`config.mk`:
```
export PLATFORM = sky130hd
export DESIGN_NAME = lsu_byte_seq
export DESIGN_NICKNAME = d
export VERILOG_FILES = /design/src/rtl/lsu_pkg.sv /design/src/rtl/lsu_load_ext.sv /design/src/rtl/lsu_byte_seq.sv
export SDC_FILE = /design/constraint.sdc
export NUM_CORES = 1
export LEC_CHECK = 0
export ABC_AREA = 1
export BUFFER_PORTS_ARGS = -buffer_cell sky130_fd_sc_hd__clkbuf_2
export CAP_MARGIN = 15
export CORE_ASPECT_RATIO = 0.75
export CORE_MARGIN = 10
export CORE_UTILIZATION = 51
export DETAILED_ROUTE_END_ITERATION = 7
export GPL_ROUTABILITY_DRIVEN = 0
export PLACE_DENSITY = 0.85
export SETUP_SLACK_MARGIN = 0.4
export SLEW_MARGIN = 15
export SYNTH_ARGS = -nofsm -noshare
export SYNTH_HDL_FRONTEND = slang
export SYNTH_HIERARCHICAL = 1
export SYNTH_SLANG_ARGS = --single-unit
```
`constraint.sdc`:
```
create_clock -name clk_i -period 2.3 [get_ports clk_i]
set_input_delay 0.23 -clock clk_i [delete_from_list [all_inputs] [get_ports clk_i]]
set_output_delay 0.23 -clock clk_i [all_outputs]
set_load 0.01 [all_outputs]
```
`src/rtl/lsu_pkg.sv`:
```
// Shared definitions for the byte-wide load/store sequencer: size codes, FSM states
// and the request-size to byte-count lookup.
package lsu_pkg;

    localparam logic [1:0] SZ_BYTE = 2'b00;
    localparam logic [1:0] SZ_HALF = 2'b01;
    localparam logic [1:0] SZ_WORD = 2'b10;

    typedef enum logic [1:0] {
        IDLE = 2'b00,
        XFER = 2'b01,
        RESP = 2'b10
    } state_t;

    // Size code 2'b11 is handled as a word access.
    function automatic logic [2:0] nbytes_of(input logic [1:0] size);
        logic [2:0] n;
        case (size)
            SZ_BYTE: n = 3'd1;
            SZ_HALF: n = 3'd2;
            default: n = 3'd4;
        endcase
        return n;
    endfunction

endpackage

```
`src/rtl/lsu_load_ext.sv`:
```
// Sign/zero extender: widens assembled load data to 32 bits according to the
// access size and the unsigned flag.
module lsu_load_ext
    import lsu_pkg::*;
(
    input  logic [31:0] data,
    input  logic [1:0]  size,
    input  logic        uns,
    output logic [31:0] ext
);

    logic fill_b;
    logic fill_h;

    assign fill_b = ~uns & data[7];
    assign fill_h = ~uns & data[15];

    always_comb begin
        ext = data;
        case (size)
            SZ_BYTE: ext = {{24{fill_b}}, data[7:0]};
            SZ_HALF: ext = {{16{fill_h}}, data[15:0]};
            default: ext = data;
        endcase
    end

endmodule

```
`src/rtl/lsu_byte_seq.sv`:
```
// Load/store sequencer splitting 32-bit requests into byte-wide memory cycles.
// Optional macro LSU_MISALIGN_TRAP_EN: misaligned half/word requests return an error response without touching memory.
module lsu_byte_seq
    import lsu_pkg::*;
#(
    parameter int AW = 11,
    parameter int DW = 32
) (
    input  logic          clk_i,
    input  logic          rst_ni,
    input  logic          req_valid_i,
    output logic          req_ready_o,
    input  logic          req_we_i,
    input  logic [1:0]    req_size_i,
    input  logic          req_unsigned_i,
    input  logic [AW-1:0] req_addr_i,
    input  logic [DW-1:0] req_wdata_i,
    output logic          rsp_valid_o,
    output logic [DW-1:0] rsp_rdata_o,
    output logic          rsp_err_o,
    output logic [AW-1:0] mem_addr_o,
    output logic [7:0]    mem_st_data_o,
    output logic          mem_st_en_o,
    input  logic [7:0]    mem_ld_data_i
);

    state_t        state;
    logic [1:0]    cnt_q;
    logic [2:0]    nbytes_q;
    logic [AW-1:0] addr_q;
    logic [DW-1:0] wdata_q;
    logic [1:0]    size_q;
    logic          we_q;
    logic          uns_q;
    logic [31:0]   asm_q;

    logic          ready_q;
    logic          rsp_valid_q;
    logic [DW-1:0] rsp_rdata_q;
    logic [AW-1:0] mem_addr_q;
    logic [7:0]    mem_st_data_q;
    logic          mem_st_en_q;

    logic [31:0]   asm_next;
    logic [31:0]   ext_data;
    logic [1:0]    cnt_nxt;
    logic          last_byte;

    assign cnt_nxt   = cnt_q + 2'd1;
    assign last_byte = ({1'b0, cnt_q} == (nbytes_q - 3'd1));

    // The byte being read this cycle is merged in so the final edge can
    // register the extended result without an extra cycle.
    always_comb begin
        asm_next = asm_q;
        asm_next[{cnt_q, 3'b000} +: 8] = mem_ld_data_i;
    end

    lsu_load_ext u_ext (
        .data (asm_next),
        .size (size_q),
        .uns  (uns_q),
        .ext  (ext_data)
    );

`ifdef LSU_MISALIGN_TRAP_EN
    logic misalign;
    logic rsp_err_q;

    assign misalign = ((req_size_i == SZ_HALF) && req_addr_i[0]) ||
                      (req_size_i[1] && (req_addr_i[1:0] != 2'b00));
    assign rsp_err_o = rsp_err_q;
`else
    assign rsp_err_o = 1'b0;
`endif

    always_ff @(posedge clk_i or negedge rst_ni) begin
        if (!rst_ni) begin
            state         <= IDLE;
            cnt_q         <= 2'd0;
            nbytes_q      <= 3'd1;
            addr_q        <= '0;
            wdata_q       <= '0;
            size_q        <= SZ_BYTE;
            we_q          <= 1'b0;
            uns_q         <= 1'b0;
            asm_q         <= '0;
            ready_q       <= 1'b1;
            rsp_valid_q   <= 1'b0;
            rsp_rdata_q   <= '0;
            mem_addr_q    <= '0;
            mem_st_data_q <= '0;
            mem_st_en_q   <= 1'b0;
`ifdef LSU_MISALIGN_TRAP_EN
            rsp_err_q     <= 1'b0;
`endif
        end else begin
            case (state)
                IDLE: begin
                    rsp_valid_q <= 1'b0;
                    if (req_valid_i && ready_q) begin
                        addr_q   <= req_addr_i;
                        wdata_q  <= req_wdata_i;
                        size_q   <= req_size_i;
                        we_q     <= req_we_i;
                        uns_q    <= req_unsigned_i;
                        nbytes_q <= nbytes_of(req_size_i);
                        cnt_q    <= 2'd0;
                        asm_q    <= '0;
                        ready_q  <= 1'b0;
`ifdef LSU_MISALIGN_TRAP_EN
                        if (misalign) begin
                            state       <= RESP;
                            rsp_valid_q <= 1'b1;
                            rsp_rdata_q <= '0;
                            rsp_err_q   <= 1'b1;
                        end else begin
                            state         <= XFER;
                            mem_addr_q    <= req_addr_i;
                            mem_st_data_q <= req_wdata_i[7:0];
                            mem_st_en_q   <= req_we_i;
                        end
`else
                        state         <= XFER;
                        mem_addr_q    <= req_addr_i;
                        mem_st_data_q <= req_wdata_i[7:0];
                        mem_st_en_q   <= req_we_i;
`endif
                    end
                end
                XFER: begin
                    if (!we_q) begin
                        asm_q <= asm_next;
                    end
                    if (last_byte) begin
                        state       <= RESP;
                        cnt_q       <= 2'd0;
                        mem_st_en_q <= 1'b0;
                        rsp_valid_q <= 1'b1;
                        rsp_rdata_q <= we_q ? '0 : ext_data;
`ifdef LSU_MISALIGN_TRAP_EN
                        rsp_err_q   <= 1'b0;
`endif
                    end else begin
                        cnt_q         <= cnt_nxt;
                        mem_addr_q    <= addr_q + AW'(cnt_nxt);
                        mem_st_data_q <= wdata_q[{cnt_nxt, 3'b000} +: 8];
                    end
                end
                RESP: begin
                    rsp_valid_q <= 1'b0;
                    ready_q     <= 1'b1;
                    state       <= IDLE;
                end
                default: begin
                    state       <= IDLE;
                    ready_q     <= 1'b1;
                    mem_st_en_q <= 1'b0;
                    rsp_valid_q <= 1'b0;
                end
            endcase
        end
    end

    assign req_ready_o   = ready_q;
    assign rsp_valid_o   = rsp_valid_q;
    assign rsp_rdata_o   = rsp_rdata_q;
    assign mem_addr_o    = mem_addr_q;
    assign mem_st_data_o = mem_st_data_q;
    assign mem_st_en_o   = mem_st_en_q;

endmodule

```
==> Yosys cells after proc, flatten, opt, wreduce, memory -nomap -nowiden <==
Cells that the tools add are included.
{ "op_classes": {"add_sub_neg": 4, "multipliers": 0, "div": 0, "order_cmp": 0, "eq_ne": 9, "shifts": 3, "n_mux": 26, "bitwise_logic": 5, "reduce_logical": 13} }
{ "op_table": {"columns": ["cell", "n"], "rows": [
  ["$pmux W32 S2", 2],
  ["$mux W32", 3],
  ["$bwmux W32", 1],
  ["$shift A8 B7 Y32 const A", 1],
  ["$shiftx A32 B6 Y8", 1],
  ["$shiftx A8 B7 Y32", 1],
  ["$mux W11", 2],
  ["$pmux W11 S2", 1],
  ["$mux W8", 2],
  ["$pmux W8 S2", 1],
  ["$add A11 B2 Y11", 1],
  ["$reduce_and A2 Y1", 5],
  ["$reduce_and A3 Y1", 3],
  ["$mux W2", 4],
  ["$ne A2 B2 Y1 const B", 4],
  ["$pmux W2 S2", 2],
  ["$neg A5 Y7", 1],
  ["$eq A2 B1 Y1 const B", 3],
  ["$logic_not A2 Y1", 3],
  ["$pmux W3 S2", 1],
  ["$mux W1", 5],
  ["$eq A2 B3 Y1", 1],
  ["$not A1 Y1", 3],
  ["$pmux W1 S3", 1],
  ["7 further kinds", 8]
]} }
{ "word_totals": {"reg_bits": 140, "latch_bits": 0, "ram_bits": 0, "romBits": 0, "in_bits": 58, "out_inout_bits": 55, "word_cells": 75, "n_memories": 0} }

==> Longest topological paths before layout <==
Gate-level depths: netlist (run 1).
{ "logic_depth": {"depth_word": 6, "ltp_mapped": 15, "depth_no_buf": 12} }

==> Cells and area by module <==
The synthesis (run 1) kept the hierarchy.
{ "by_module_without_submodules": {"columns": ["module", "n_inst", "cells_each", "area_per_inst_um2", "seq_area_each_um2"], "rows": [
  ["lsu_byte_seq", 1, 856, 6637.6, 3505.9],
  ["lsu_load_ext", 1, 71, 404.1, 0.0]
]} }

==> Worst setup path after synthesis (run 1) <==
No wires, ideal clock.
{ "synth_path": {"path_kind": "register -> register", "start": "register cnt_q[0]", "end": "register rsp_rdata_q[18], in the netlist rsp_rdata_o[18]", "setup_time_ns": 0.065, "arrival_time_ns": 2.492, "t_required_ns": 2.235, "setup_slack_ns": -0.257, "path_stages_with_launch": 15, "n_path_buf": 3, "synth_period_minus_slack_ns": 2.557, "cell_sequence": "dfrtp_1 -> inv_2 -> clkbuf_1 -> ha_1 -> inv_1 -> buf_2 -> nand4_1 -> o22ai_1 -> inv_1 -> nor2_1 -> nand2_2 -> buf_6 -> nand3_1 -> nand2_1 -> nand2_1"} }
{ "synth_between": {"elab_chain_len": 6, "word_cells_on_any_way": 10, "classes_between": "add/sub (1); eq/ne (1); shift (2); mux (3); bitwise (2); reduce/logical (1)"} }
{ "synth_rtl": {"columns": ["element", "line_no", "rtl"], "rows": [
  ["from (decl)", "lsu_byte_seq.sv:28", "logic [1:0] cnt_q;"],
  ["from (signal assigned)", "lsu_byte_seq.sv:145", "cnt_q <= cnt_nxt;"],
  ["$neg A5 Y7 *", "lsu_byte_seq.sv:56", "asm_next[{cnt_q, 3'b000} +: 8] = mem_ld_data_i;"],
  ["$shiftx A8 B7 Y32 or $shift A8 B7 Y32 (tied branches)", "lsu_byte_seq.sv:56", null],
  ["$bwmux W32 *", "lsu_byte_seq.sv:56", null],
  ["net asm_next[7]", "lsu_byte_seq.sv:44", "logic [31:0] asm_next;"],
  ["$and A1 B1 Y1 *", "lsu_load_ext.sv:15", "assign fill_b = ~uns & data[7];"],
  ["$pmux W32 S2 *", "lsu_load_ext.sv:20", "case (size)"],
  ["net ext_data[18]", "lsu_byte_seq.sv:45", "logic [31:0] ext_data;"],
  ["$mux W32 *", "lsu_byte_seq.sv:140", "rsp_rdata_q <= we_q ? '0 : ext_data;"],
  ["to (signal assigned)", "lsu_byte_seq.sv:140", null],
  ["to (decl)", "lsu_byte_seq.sv:39", "logic [DW-1:0] rsp_rdata_q;"]
]} }
The timed path passes the listed nets; every way through them passes the cells marked *.
A chain may end at the register's enable or synchronous reset.

==> Final worst setup path (run 1) <==
{ "layout_path": {"start": "register cnt_q[1]", "end": "register rsp_rdata_q[18], in the netlist rsp_rdata_o[18]"} }
The elaborated chain is that of the path after synthesis.

==> results_dict.tcl, run 1 <==
set metrics [dict create \
    met1_usage_pct 28.4 \
    cts.clk_slew.worst_paths_ns 0.07 \
    hp-class "in -> reg" \
    rrSetupSlack_ns 0.32 \
    placedCellCount 1179 \
    vias 6769 \
    whs_path_depth 3 \
    fin_crit_ns 1.98 \
    synth_area_leaders "dfrtp_1, nand2_1, inv_1" \
    setup_violations 0 \
    tritoncts "yes" \
    async_reset_ff_share_pct 100 \
    dpl.hpwl_mm 12.8 \
    synth_compound_gate_area_share_pct 9.22 \
    worst-path-max-fanout 7 \
    setup_ws_ns 0.323 \
    reg2reg_to "rsp_rdata_o[18]$_DFFE_PN0P_" \
    clock_sinks 140 \
    grt_max_degree 66 \
    syn_area_per_cell_um2 7.60 \
    cap_violations 0 \
    htreeDepth 4 \
    skew_ns 0.0120 \
    track_usage_pct 21.5 \
    p_leak_nw 4.97 \
    drv_slew 0 \
    area_growth_pct 26.2 \
    slew_headroom_pct 58.2 \
    antenna_found_initial 0 \
    ys_seq_area_share_pct 49.8 \
    synthXorXnorAreaFrac_pct 0.249 \
    die_area_mm2 0.0190 \
    tightest_slew_ns 0.627 \
    initial_core_util_pct 51.7 \
    viasPerCell 5.48 \
    io_pins 113 \
    synthAdderAreaFrac_pct 1.71 \
    port_buffers 111 \
    syn-cell-area_mm2 0.00704 \
    cp.required_ns 2.66 \
    drtAntennaViolNets 0 \
    num_rows 37 \
    worstSetupPathType "reg -> reg" \
    synth.most_common_cell "nand2_1" \
    internal-power_mw 7.24 \
    syn-instance-count 927 \
    fillCellCount 1063 \
    overflow 0 \
    cp.arrival_ns 2.34 \
    yosys_most_used_dff "dfrtp_1" \
    die_h_um 122 \
    drt_first_iter_violations 630 \
    holdPathEnd "wdata_q[8]$_DFFE_PN0P_" \
    crit_path_end_kind "register" \
    grt_setup_unrepaired "yes" \
    synth.top_cells.by_count "nand2_1, dfrtp_1, inv_1" \
    clkPwrFrac_pct 21.5 \
    final_hold_viol_count 0 \
    finalCoreUtilization_pct 65.3 \
    post-place-ws_ns 0.0879 \
    reg2reg_depth 12 \
    antennaDiodeCount 0 \
    numCtsBuffers 17 \
    power_density_mw_per_mm2 1440 \
    r2r-start "cnt_q[1]$_DFFE_PN0P_" \
    cts_buffer_depth 2 \
    hold_start "req_wdata_i[8]" \
    cts-root-buf "clkbuf_16" \
    synth.largest_area_cell "dfrtp_1" \
    final_layout_size_suffix_gt1_share_pct 24.7 \
    use_met3_pct 8.35 \
    stdcell_count 1236 \
    grt_use_met2_pct 32.2 \
    finalCritPeriodShare_pct 86.0 \
    seqPwrFrac_pct 31.5 \
    die_w_um 156 \
    synth_edf_count 0 \
    grt_pass1_wl_mm 32.9 \
    core_mm2 0.0136 \
    synth_nets 994 \
    p_sw_mw 5.60 \
    synth_seq_cells 140 \
    clk-insertion-delay-late_ns 0.43 \
    synth_top_area_share_pct 49.0 \
    synth_top_family_by_area "simple AND/OR/NAND/NOR gates" \
    peakVddDrop_mv 0.840 \
    synth.area.mux_share_pct 0 \
    drt_wl_total_mm 21.8 \
    start_kind "register" \
    final.setup.tns_ns 0 \
    synth.distinct_cells 30 \
    top_usage_layer "met2" \
    comb_power_share_pct 46.9 \
    max_freq_ghz 0.506 \
    yosysWarnings 6 \
    layout.nets 1115 \
    drt-pass1-iter-count 6 \
    synth-simple-area-share_pct 28.9 \
    swShare_pct 43.6 \
    status "finished clean" \
    grt_pass1_vias 6352 \
    drc 0 \
    wl_per_cell_um 17.7 \
]
-- through the flow --
| stage | hold slack [ns] | cell area [um^2] | power [mW] |
|---|---|---|---|
| after CTS | 0.00201 | 8690 | 12.3 |
| after global placement | 0.269 | 7790 | 8.72 |
| after floorplan | -0.0656 | 7130 | 7.49 |
| after global routing | 0.00891 | 8890 | 13.6 |
| after detailed placement | 0.273 | 7790 | 8.87 |
| final | 0.00186 | 8890 | 12.8 |
-- cells in the final DEF, fill, tap and decap left out, drive strengths merged, types with 5 or more instances in the layout --
| master | count |
|---|---|
| a22oi | 16 |
| buf | 38 |
| clkbuf | 129 |
| clkinv | 8 |
| dfrtp | 138 |
| dlygate4sd3 | 5 |
| ha | 8 |
| inv | 104 |
| nand2 | 376 |
| nand3 | 58 |
| nor2 | 70 |
| o21ai | 58 |
| o22ai | 33 |
-- worst max-delay path: stages (launching register included) --
cell	delay, ns
dfrtp_1	0.43
inv_2	0.14
ha_4	0.27
inv_4	0.09
nand4_1	0.11
o22ai_2	0.18
inv_2	0.07
nor2_4	0.16
buf_6	0.14
nand2_4	0.11
nand3_2	0.09
nand2_1	0.05
nand2_1	0.07
-- flip-flops by register name, indices dropped and copies added, names as in the netlist --
name,count
wdata_q,32
cnt_q,2
mem_st_data_o,8
mem_addr_o,11
size_q,2
uns_q,1
req_ready_o,1
state,2
rsp_valid_o,1
mem_st_en_o,1
asm_q,32
addr_q,11
we_q,1
nbytes_q,3
rsp_rdata_o,32
-- layer usage --
metal	part of all wire (%)	vias to the layer above
li1	-	3146
met1	41	3144
met2	45	408
met3	12	71
met4	2.6	0
met5	0	-
-- how the worst max path moves through the flow --
stage | cells after the start | endpoint | startpoint | slack (ns)
after floorplan | 14 | rsp_rdata_o[24]$_DFFE_PN0P_ | cnt_q[0]$_DFFE_PN0P_ | 0.15
after global placement | 11 | rsp_rdata_o[17]$_DFFE_PN0P_ | cnt_q[0]$_DFFE_PN0P_ | 0.18
after detailed placement | 11 | rsp_rdata_o[30]$_DFFE_PN0P_ | cnt_q[1]$_DFFE_PN0P_ | 0.09
after CTS | 12 | rsp_rdata_o[30]$_DFFE_PN0P_ | cnt_q[0]$_DFFE_PN0P_ | 0.39
after global routing | 11 | rsp_rdata_o[28]$_DFFE_PN0P_ | cnt_q[1]$_DFFE_PN0P_ | 0.23
final | 12 | rsp_rdata_o[18]$_DFFE_PN0P_ | cnt_q[1]$_DFFE_PN0P_ | 0.32
-- kinds of logic (layout without fill, tap and decap cells) --
family                     after synthesis  count (layout)
AOI/OAI and AO/OA                      112             112
xor gates and xnor gates                 2               2
adders and majority gates                9               9
buffers and inverters                  158             288
DFF                                    140             140
other                                    1               1
and+or+nand+nor                        505             509
-- power by group through the flow --
stage	sequential, mW	clock, mW	combinational (mW)
detailed placement	3.99	0	4.88
CTS	3.99	2.76	5.50
global route	4.14	2.88	6.60
finish	4.05	2.76	6.03
floorplan	3.92	0	3.57
global placement	3.96	0	4.75
-- what timing repair did --
| action | 4_1_cts | 5_1_grt |
|---|---|---|
| endpoints found under the setup margin | 59 | 53 |
| gates cloned | 4 | 2 |
| hold endpoints to repair | 66 | 0 |
| resized for setup | 39 | 38 |
| pin swaps | 8 | 5 |
| setup buffers | 8 | 6 |
| hold buffers | 5 | 0 |
-- area by class of cell --
cell class / instances / area (um^2) / area share, %
Clock buffer: 18 / 439 / 4.94
Clock inverter: 14 / 144 / 1.62
Inverter: 102 / 395 / 4.45
Multi-Input combinational cell: 633 / 3150 / 35.4
Sequential cell: 140 / 3510 / 39.5
Tap cell: 175 / 219 / 2.46
Timing Repair Buffer: 154 / 1030 / 11.6
(Power assumes the default switching activity.)
==> run 2: changes to the inputs <==
- CELL_PAD_IN_SITES_DETAIL_PLACEMENT: default -> 0
- CELL_PAD_IN_SITES_GLOBAL_PLACEMENT: default -> 1
- CORE_UTILIZATION: 51 -> 37
==> run 2 against run 1 <==
First-iteration DRC count fell by 4.6%. Core utilization fell by 16 points. Register-to-register slack improved by 0.06 ns. Flip-flop and latch count did not move. Clock power rose by 8.7%. Sequential power fell by 1%. Via count fell by 4.6%. Highest routed layer unchanged. Setup slack improved by 0.059 ns. Design area rose by 3.6%. Total power rose by 2.5%. Non-clock buffer count rose by 16.
==> results_dict.tcl, run 2 (synthesis gave the netlist of run 1 again) <==
set metrics [dict create \
    p_total_mw 13.2 \
    clk-insertion-delay-late_ns 0.42 \
    multi_input_area_mm2 0.00319 \
    slew_headroom_pct 57.5 \
    grt_setup_unrepaired "yes" \
    fin_crit_ns 1.92 \
    crit_path_end_kind "register" \
    num_rows 43 \
    finalCritPeriodShare_pct 83.4 \
    peakVddDrop_mv 0.688 \
    power_density_mw_per_mm2 1430 \
    io_pins 113 \
    p_leak_nw 5.06 \
    die_w_um 179 \
    drt_wl_total_mm 21.1 \
    final_layout_size_suffix_gt1_share_pct 24.4 \
    worstSetupPathType "reg -> reg" \
    r2r-start "cnt_q[1]$_DFFE_PN0P_" \
    drc 0 \
    port_buffers 111 \
    layout.nets 1131 \
    clock_sinks 140 \
    vias 6456 \
    placed_area_mm2 0.00789 \
    htreeDepth 4 \
    skew_ns 0.0180 \
    antennaDiodeCount 0 \
    drv_slew 0 \
    grt_pass1_wl_mm 32.6 \
    fillCellCount 1807 \
    setup_ws_ns 0.382 \
    reg2reg_to "rsp_rdata_o[17]$_DFFE_PN0P_" \
    overflow 0 \
    antenna_found_initial 0 \
    cts.clk_slew.worst_paths_ns 0.06 \
    post-place-ws_ns 0.0767 \
    wl_per_cell_um 16.0 \
    mostFrequentLayoutCells "nand2_1, dfrtp_1, clkbuf_2" \
    worst-path-max-fanout 6 \
    drt_first_iter_violations 601 \
    cts-root-buf "clkbuf_16" \
    rrSetupSlack_ns 0.38 \
    grt_max_degree 65 \
    seq_area_mm2 0.00351 \
    final_area_mm2 0.00921 \
    die_area_mm2 0.0250 \
    hold_start "req_wdata_i[9]" \
    cts_buffer_depth 2 \
    dpl.hpwl_mm 13.8 \
    drtAntennaViolNets 0 \
    status "finished clean" \
    final_common_cell "nand2_1" \
    viasPerCell 4.88 \
    holdPathEnd "wdata_q[9]$_DFFE_PN0P_" \
    whs_path_depth 3 \
    initial_core_util_pct 37.8 \
    area_growth_pct 30.8 \
    track_usage_pct 16.1 \
    reg2reg_depth 12 \
    cp.required_ns 2.66 \
    stdcell_count 1323 \
    core_mm2 0.0186 \
    tightest_slew_ns 0.638 \
    cap_violations 0 \
    finalCoreUtilization_pct 49.5 \
    die_h_um 139 \
    final.setup.tns_ns 0 \
    max_freq_ghz 0.521 \
    final_hold_viol_count 0 \
    tritoncts "yes" \
    numCtsBuffers 17 \
    placedCellCount 1256 \
    hold_ws_ns 0.0125 \
    hp-class "in -> reg" \
    cp.arrival_ns 2.28 \
    drt-pass1-iter-count 5 \
    grt_pass1_vias 6094 \
    setup_violations 0 \
    start_kind "register" \
]
==> run 2: cell types whose count changed in the layout (fill, tap and decap cells not counted), moves of 4 or more <==
| cell | delta |
|---|---|
| clkinv_2 | -4 |
| dlygate4sd3_1 | +6 |
| nand2_8 | +4 |
| buf_4 | +10 |
==> run 2: metal layers <==
layer / part of all wire (%) / track usage, % / wire length [um]
met4: 1.1 / 4.44 / 241
met3: 8.9 / 4.51 / 1890
met5: 0 / 0 / 0
met2: 43 / 22.7 / 9000
met1: 47 / 23.5 / 10000
==> run 2: area by class of cell <==
| class | count | area share, % |
|---|---|---|
| Tap cell | 247 | 3.36 |
| Clock buffer | 22 | 5.26 |
| Timing Repair Buffer | 170 | 12.7 |
| Inverter | 102 | 4.27 |
| Sequential cell | 140 | 38.1 |
| Multi-Input combinational cell | 633 | 34.6 |
| Clock inverter | 9 | 1.73 |
==> run 2: how the worst max path moves through the flow <==
stage | cells after the start | end | from | slack (ns)
6_report | 12 | rsp_rdata_o[17]$_DFFE_PN0P_ | cnt_q[1]$_DFFE_PN0P_ | 0.38
5_1_grt | 12 | rsp_rdata_o[28]$_DFFE_PN0P_ | cnt_q[1]$_DFFE_PN0P_ | 0.31
4_1_cts | 12 | rsp_rdata_o[31]$_DFFE_PN0P_ | cnt_q[0]$_DFFE_PN0P_ | 0.39
3_5_place_dp | 11 | rsp_rdata_o[31]$_DFFE_PN0P_ | cnt_q[1]$_DFFE_PN0P_ | 0.08
3_3_place_gp | 11 | rsp_rdata_o[30]$_DFFE_PN0P_ | cnt_q[1]$_DFFE_PN0P_ | 0.13
2_1_floorplan | 14 | rsp_rdata_o[24]$_DFFE_PN0P_ | cnt_q[0]$_DFFE_PN0P_ | 0.15
==> run 2: report_power, final <==
group	switching, mW	total (mW)	internal, mW
clock	1.07	3.00	1.93
sequential	0.624	4.00	3.38
combinational	3.72	6.16	2.43
==> run 2: critical path, stage by stage, from the launching register on <==
cell	delay [ns]
dfrtp_1	0.41
inv_2	0.13
ha_4	0.25
inv_2	0.10
nand4_1	0.13
o22ai_2	0.17
inv_2	0.07
nor2_4	0.10
buf_12	0.16
nand2_4	0.12
nand3_1	0.11
nand2_1	0.05
nand2_1	0.06
==> run 2: repair_timing <==
item / 4_1_cts / 5_1_grt
pin swaps: 3 / 20
gates cloned: 1 / 5
setup buffers: 4 / 15
endpoints found under the setup margin: 57 / 53
hold endpoints to repair: 68 / 0
hold buffers: 11 / 0
resized for setup: 24 / 53
==> run 3: changes to the inputs <==
- CORE_UTILIZATION: 37 -> 41
- PLACE_DENSITY: 0.85 -> 0.88
- clock period: 2.3 -> 2 ns (I/O delays scaled with it)
==> run 3 against run 2 <==
Clock skew down 0.010 ns. Final cell count up 0.23%. Largest cell class unchanged. Count of clock-buffer cells in the layout down 2. Global-route usage up 2.5 points. Non-clock buffer count up 34. Via count up 3.3%. Flip-flop and latch count unchanged. Largest power group unchanged.
==> results_dict.tcl, run 3 (synthesis gave the netlist of run 1 again) <==
set metrics [dict create \
    status "finished clean" \
    drt_first_iter_violations 509 \
    setup_ws_ns 0.149 \
    worst-path-max-fanout 16 \
    htreeDepth 4 \
    path_depth 10 \
    grt_pass1_wl_mm 34.1 \
    setup_violations 0 \
    final.setup.tns_ns 0 \
    die_w_um 171 \
    finalCoreUtilization_pct 58.7 \
    crit_chain "inv_2 > ha_4 > nand2_2 > nand2_2 > nand3_4 > buf_6 > nor2_4 > clkbuf_16 > nand2_1 > nand2_1" \
    cts-root-buf "clkbuf_16" \
    placedCellCount 1230 \
    grt_setup_unrepaired "yes" \
    p_sw_mw 6.76 \
    antenna_found_initial 0 \
    dpl.hpwl_mm 13.6 \
    num_rows 41 \
    numCtsBuffers 17 \
    final_area_mm2 0.00988 \
    start_kind "register" \
    layout.nets 1165 \
    drt_wl_total_mm 21.7 \
    critPathCapture "rsp_rdata_o[24]$_DFFE_PN0P_" \
    critPathLaunch "nbytes_q[0]$_DFFE_PN1P_" \
    cts.clk_slew.worst_paths_ns 0.06 \
    clk-insertion-delay-late_ns 0.43 \
    cp.arrival_ns 2.21 \
    fin_crit_ns 1.85 \
    clock_sinks 140 \
    comb_power_share_pct 50.5 \
    max_freq_ghz 0.540 \
    skew_ns 0.00783 \
    fillCellCount 1481 \
    cp_slowest_cell "dfstp_2" \
    rrSetupSlack_ns 0.15 \
    drtAntennaViolNets 0 \
    track_usage_pct 18.6 \
    critical_path.n_buffers_inverters 3 \
    power_density_mw_per_mm2 1630 \
    mostFrequentLayoutCells "nand2_1, dfrtp_1, clkbuf_2" \
    seqPwrFrac_pct 28.7 \
    hp-class "in -> reg" \
    port_buffers 111 \
    critPathTopFamily "simple AND/OR/NAND/NOR gates" \
    grt_pass1_vias 6418 \
    stdcell_count 1326 \
    placed_area_mm2 0.00800 \
    tritoncts "yes" \
    p_total_mw 16.1 \
    antennaDiodeCount 0 \
    swShare_pct 41.9 \
    cp.required_ns 2.36 \
    final_layout_size_suffix_gt1_share_pct 30.1 \
    final_common_cell "nand2_1" \
    drv_slew 0 \
    clkPwrFrac_pct 20.8 \
    wl_per_cell_um 16.4 \
    reg2reg_to "rsp_rdata_o[24]$_DFFE_PN0P_" \
    crit_path_max_incr_delay_ns 0.54 \
    tightest_slew_ns 0.519 \
    internal-power_mw 9.36 \
    p_leak_nw 5.33 \
    io_pins 113 \
    cap_violations 0 \
    core_mm2 0.0168 \
    drc 0 \
    worstSetupPathType "reg -> reg" \
    vias 6668 \
    crit_path_end_kind "register" \
    peakVddDrop_mv 0.853 \
    area_growth_pct 40.4 \
    grt_max_degree 52 \
    r2r-start "nbytes_q[0]$_DFFE_PN1P_" \
    viasPerCell 5.03 \
    reg2reg_depth 10 \
    die_area_mm2 0.0229 \
    initial_core_util_pct 41.9 \
    overflow 0 \
    drt-pass1-iter-count 5 \
    hold_ws_ns 0.00650 \
    slew_headroom_pct 65.4 \
    die_h_um 133 \
    post-place-ws_ns 0.0658 \
    final_hold_viol_count 0 \
    cts_buffer_depth 2 \
    finalCritPeriodShare_pct 92.5 \
]
==> run 3: changes by cell type in the layout (fill, tap and decap cells not counted), sizes merged <==
cell / before / now
buf: 47 / 58
bufbuf: 0 / 1
clkbuf: 134 / 133
clkinv: 3 / 5
clkinvlp: 1 / 4
dlygate4sd3: 11 / 32
inv: 103 / 101
==> run 3: routing by layer <==
metal / part of all wire (%) / global-route usage (%) / up-vias / routed length (um)
met5: 0 / 0 / - / 0
met4: 0.66 / 3.47 / 0 / 144
met3: 8.0 / 5.37 / 14 / 1740
met2: 43 / 26.7 / 225 / 9340
met1: 48 / 27.2 / 3169 / 10500
li1: - / - / 3260 / -
==> run 3: power by group through the flow <==
stage,logic (mW),clock network [mW],registers (mW)
floorplan,4.25,0,4.52
global placement,5.83,0,4.58
detailed placement,5.88,0,4.60
CTS,7.22,3.38,4.58
global route,8.98,3.52,4.75
finish,8.14,3.35,4.62
==> run 3: worst min-delay path, cell delays in order <==
cell      delay (ns)
clkbuf_2        0.08
nand2_1         0.06
nand2_1         0.05
==> run 3: worst min path at each step <==
stage,end,depth (start not counted),from
2_1_floorplan,addr_q[0]$_DFFE_PN0P_,0,rst_ni
3_3_place_gp,wdata_q[19]$_DFFE_PN0P_,1,rst_ni
3_5_place_dp,wdata_q[19]$_DFFE_PN0P_,1,rst_ni
4_1_cts,wdata_q[9]$_DFFE_PN0P_,3,req_wdata_i[9]
5_1_grt,wdata_q[9]$_DFFE_PN0P_,3,req_wdata_i[9]
6_report,uns_q$_DFFE_PN0P_,3,req_unsigned_i
==> run 3: what timing repair did <==
item,CTS,global route
gates cloned,7,4
hold buffers,32,0
pin swaps,18,23
buffers inserted,15,6
endpoints found under the setup margin,70,99
resized for setup,54,97
hold endpoints to repair,65,0
==> run 3: area by class of cell <==
type                    count  area (um^2)  area share, %
well taps                 215          269           2.72
multi-input cells         633         3460           35.0
flip-flops and latches    140         3510           35.5
repair buffers            204         1640           16.6
clock inverters            12          170           1.72
inverters                 102          392           3.96
clock buffers              20          447           4.52
